File: src/rtl/bist_sequencer.sv
// Logic-BIST control FSM: clears the LFSR/MISR datapath, enables it for PATTERN_COUNT cycles,
// settles one cycle and compares the MISR signature. Optional BIST_SIG_CAPTURE_EN adds sig_cap.
module bist_sequencer #(
  parameter int unsigned      PATTERN_COUNT = 10,
  parameter int unsigned      CNT_W         = 8,
  parameter int unsigned      SIG_W         = 4,
  parameter logic [SIG_W-1:0] GOLDEN_SIG    = 4'b1111
) (
  input  logic             clk,
  input  logic             rst,
  input  logic             start,
  input  logic             abort,
  input  logic [SIG_W-1:0] misr_sig,
  output logic             dp_clr,
  output logic             dp_en,
  output logic             busy,
  output logic             done,
  output logic             pass,
  output logic [CNT_W-1:0] pat_cnt
`ifdef BIST_SIG_CAPTURE_EN
  ,
  output logic [SIG_W-1:0] sig_cap
`endif
);

  typedef enum logic [2:0] {
    S_IDLE,
    S_SEED,
    S_RUN,
    S_SETTLE,
    S_CHECK,
    S_DONE
  } state_t;

  localparam logic [CNT_W-1:0] CNT_LAST = CNT_W'(PATTERN_COUNT - 1);
  localparam logic [CNT_W-1:0] CNT_ONE  = CNT_W'(1);

  state_t           state_q;
  state_t           state_nxt;
  logic [CNT_W-1:0] pat_cnt_nxt;
  logic             pass_nxt;

  always_comb begin
    state_nxt = state_q;
    unique case (state_q)
      S_IDLE:   if (start) state_nxt = S_SEED;
      S_SEED:   state_nxt = S_RUN;
      S_RUN:    if (pat_cnt == CNT_LAST) state_nxt = S_SETTLE;
      S_SETTLE: state_nxt = S_CHECK;
      S_CHECK:  state_nxt = S_DONE;
      S_DONE:   if (start) state_nxt = S_SEED;
      default:  state_nxt = S_IDLE;
    endcase
    // abort overrides everything, including a simultaneous start
    if (abort) state_nxt = S_IDLE;
  end

  // Outputs are registered from the next state so they line up with the state register.
  always_comb begin
    pat_cnt_nxt = pat_cnt;
    if (state_nxt == S_SEED)
      pat_cnt_nxt = '0;
    else if (state_q == S_RUN && state_nxt != S_IDLE)
      pat_cnt_nxt = pat_cnt + CNT_ONE;

    pass_nxt = 1'b0;
    if (state_nxt == S_DONE)
      pass_nxt = (state_q == S_CHECK) ? (misr_sig == GOLDEN_SIG) : pass;
  end

  always_ff @(posedge clk or negedge rst) begin
    if (!rst) begin
      state_q <= S_IDLE;
      dp_clr  <= 1'b0;
      dp_en   <= 1'b0;
      busy    <= 1'b0;
      done    <= 1'b0;
      pass    <= 1'b0;
      pat_cnt <= '0;
    end else begin
      state_q <= state_nxt;
      dp_clr  <= (state_nxt == S_SEED);
      dp_en   <= (state_nxt == S_RUN);
      busy    <= (state_nxt == S_SEED) || (state_nxt == S_RUN) ||
                 (state_nxt == S_SETTLE) || (state_nxt == S_CHECK);
      done    <= (state_nxt == S_DONE);
      pass    <= pass_nxt;
      pat_cnt <= pat_cnt_nxt;
    end
  end

`ifdef BIST_SIG_CAPTURE_EN
  always_ff @(posedge clk or negedge rst) begin
    if (!rst)
      sig_cap <= '0;
    else if (state_nxt == S_SEED)
      sig_cap <= '0;
    else if (state_q == S_CHECK && state_nxt == S_DONE)
      sig_cap <= misr_sig;
  end
`endif

endmodule

File: config.mk
export PLATFORM = sky130hd
export DESIGN_NAME = bist_sequencer
export DESIGN_NICKNAME = d
export VERILOG_FILES = /design/src/rtl/bist_sequencer.sv
export SDC_FILE = /design/constraint.sdc
export NUM_CORES = 1
export LEC_CHECK = 0
export BUFFER_PORTS_ARGS = -buffer_cell sky130_fd_sc_hd__buf_4
export CAP_MARGIN = 10
export CORE_UTILIZATION = 45
export DETAILED_ROUTE_END_ITERATION = 7
export PLACE_DENSITY = 0.66
export SYNTH_ARGS = -nofsm -noshare
export SYNTH_HDL_FRONTEND = slang
export SYNTH_SLANG_ARGS = --single-unit
export TNS_END_PERCENT = 1
File: constraint.sdc
create_clock -name clk -period 2.3 [get_ports clk]
set_input_delay 0.23 -clock clk [delete_from_list [all_inputs] [get_ports clk]]
set_output_delay 0.23 -clock clk [all_outputs]
set_load 0.03 [all_outputs]
==> flow_summary.yaml <==
min_path:
  holdCritPathClass: "input pin to register"
  hold-path-cell-count: 2
  hp-start: "abort"
  worstHoldEndpoint: "state_q[2]"
drt:
  ant_nets: 0
  firstDrtPassIters: 3
  wl_met3_um: 63
  top_layer: "met4"
  wire_per_inst_um: 12.09
  wl_met2_um: 711
  drc_errors: 0
  num_vias: 698
  first_iter_violations: 5
  routed_wl_um: 1608
  met1Wirelength_um: 821
  via_per_inst: 5.248
synthesis:
  yosys_warnings: 0
  seq_area_frac_synth_pct: 45.78
  synth_area_leaders: "dfrtp_1, clkbuf_8, nor2_1"
  synth_commonest_cells: "dfrtp_1, nor2_1, a21oi_1, nor3_1"
  yosys.area.top_type: "dfrtp_1"
  netlist.area_leader.share_pct: 45.78
  synth_area_um2: 874.6
  synthArstFlopShare_pct: 100.0
  synth_cells: 87
  synth_edf_count: 0
  synthesis.nets: 97
  synth.most_common_cell: "dfrtp_1"
  avgSynthCellArea_um2: 10.05
  synth-seq-cells: 16
  synth.distinct_cells: 29
  synth_flop_cell: "dfrtp_1"
timing:
  rsz0062_at_grt: "no"
  tightest_slew_ns: 0.4035
  setup_viol: 0
  maxSlewHeadroom_pct: 72.93
  drv_slew: 0
  fin_ws_ns: 0.2531
  finalCritPeriodShare_pct: 88.99
  report.final.hold_viol_count: 0
  finClkSkew_ns: 0.003343
  clock.fmax_mhz: 488.6
  tns_ns: 0
  layout_min_cycle_time_ns: 2.047
clock_tree:
  htree_levels: 1
  cts_sinks: 16
  tritoncts: "done"
  root_buffer: "clkbuf_4"
  clock_path_buffers: 2
  cts_buffers: 3
  clkLatencyLatePin_ns: 0.28
  path_clk_slew_ns: 0.09
floorplan:
  fp.dieH_um: 46.09
  rows: 15
  initial_core_util_pct: 49.05
  core_area_mm2: 0.001783
  ioPinCount: 21
  dieArea_mm2: 0.002124
  dieWidth_um: 46.09
power:
  power.density_mw_per_mm2: 652.2
  switching_share_pct: 31.33
  netSwitchingPower_mw: 0.2158
  power_leakage_nw: 0.4929
  peakVddDrop_mv: 0.4642
  p_comb_share_pct: 25.4
  power.share.clock_pct: 26.3
  sequentialPowerShare_pct: 48.3
  p_int_mw: 0.4729
worst_setup_path:
  critPathMaxFanout: 6
  max_stage_delay_ns: 0.57
  cp-start-kind: "register"
  cp-end-kind: "register"
  crit_type: "register to register"
  worstRegToRegCells: 5
  crit_chain: "or4_4, nor4_4, nor3_1, or3_1, a21oi_1"
  r2r_end: "pat_cnt[5]"
  cp.arrival_ns: 2.26
  reg2reg_slack_ns: 0.25
  required_ns: 2.51
  worst_path_max_delay_cell: "or4_4"
  r2r_start: "pat_cnt[2]"
final_layout:
  final_nets: 119
  diodes: 0
  syn_to_final_growth_pct: 20.74
  nFillCells: 167
  drive_above_1_share_pct: 32.41
flow_run:
  cap_violations: 0
global_routing:
  grt_max_degree: 17
  antenna_found_initial: 0
  grt-ovfl-total: 0
  grtUsageTotal_pct: 18.23
  grt_pass1_wl_um: 2732
  grt_pass1_vias: 620
placement:
  hpwlAfterDp_um: 1200
  port_buffers: 20
  pre_cts_slack_ns: 0.2668
  gp_congestion: 0.8287
outcome:
  status: "complete, no violations"
cell families after synthesis:
| kind of cell | Yosys count | synth area share, % |
|---|---|---|
| and+or+nand+nor | 41 | 27.32 |
| AOI/OAI and AO/OA | 16 | 12.02 |
| DFF | 16 | 45.78 |
| buffers and inverters | 7 | 7.010 |
| xor gates and xnor gates | 5 | 5.007 |
| adders and majority gates | 2 | 2.861 |
power by group through the flow:
stage	clock, mW	combinational [mW]	sequential, mW
floorplan	0	0.0862	0.371
global placement	0	0.173	0.337
detailed placement	0	0.175	0.339
CTS	0.190	0.177	0.333
global route	0.204	0.193	0.336
finish	0.181	0.175	0.332
final cells by class:
| type | count | area [µm²] | share of cell area (%) |
|---|---|---|---|
| clock buffer | 4 | 36.28 | 3.436 |
| inverter | 2 | 7.507 | 0.7109 |
| multi-input combinational | 64 | 412.9 | 39.10 |
| sequential | 16 | 400.4 | 37.91 |
| tap | 25 | 31.28 | 2.962 |
| timing repair buffer | 22 | 167.7 | 15.88 |
critical path, delay by kind of cell (launching register included):
| family | cells | cell delay, ns |
|---|---|---|
| AOI/OAI and AO/OA | 1 | 0.15 |
| DFF | 1 | 0.45 |
| and+or+nand+nor | 4 | 1.38 |
metrics by stage:
step                      utilization, %  cell area (µm²)  std cells  power (mW)  hold slack (ns)
final                              59.23             1056        133      0.6887           0.1871
after global routing               59.23             1056        133      0.7335           0.1861
after CTS                          59.23             1056        133      0.7002           0.1855
after detailed placement           56.63             1010        128      0.5140           0.1008
after global placement             56.63             1010        128      0.5100           0.1007
after floorplan                        -            874.6         87      0.4568         -0.06559
what timing repair did:
action	4_1_cts	5_1_grt
endpoints found under the hold margin	16	0
endpoints found under the setup margin	0	0
hold buffers	1	0
buffers inserted	0	0
resized for setup	0	0
cells in the final DEF (no fill, tap or decap), types with 3 or more instances in the layout:
cell type / instances
o21ai_0: 4
clkbuf_4: 3
nand4_1: 3
xor2_1: 4
or2_2: 3
nor3_1: 5
a21oi_1: 5
buf_4: 21
nand2_1: 4
dfrtp_1: 16
nand3_1: 4
nor2_1: 10
or3_1: 4
layer usage:
layer / up-vias / global-route usage, %
met5: - / 0
met3: 2 / 6.275
met2: 12 / 25.07
met1: 333 / 26.47
li1: 351 / -
met4: 0 / 5.882
registers in the layout, indices dropped and copies added (netlist names):
| name | flops |
|---|---|
| state_q | 3 |
| pat_cnt | 8 |
| done | 1 |
| dp_clr | 1 |
| pass | 1 |
| busy | 1 |
| dp_en | 1 |
worst max path at each step:
stage                     from         end  cells past startpoint
finish              pat_cnt[2]  pat_cnt[5]                      5
global route        pat_cnt[2]  pat_cnt[7]                      5
CTS                 pat_cnt[2]  pat_cnt[5]                      5
detailed placement  pat_cnt[2]  pat_cnt[5]                      5
global placement    pat_cnt[2]  pat_cnt[5]                      5
floorplan           pat_cnt[2]  pat_cnt[7]                      5
No activity file was read; power rests on OpenSTA's default activity.
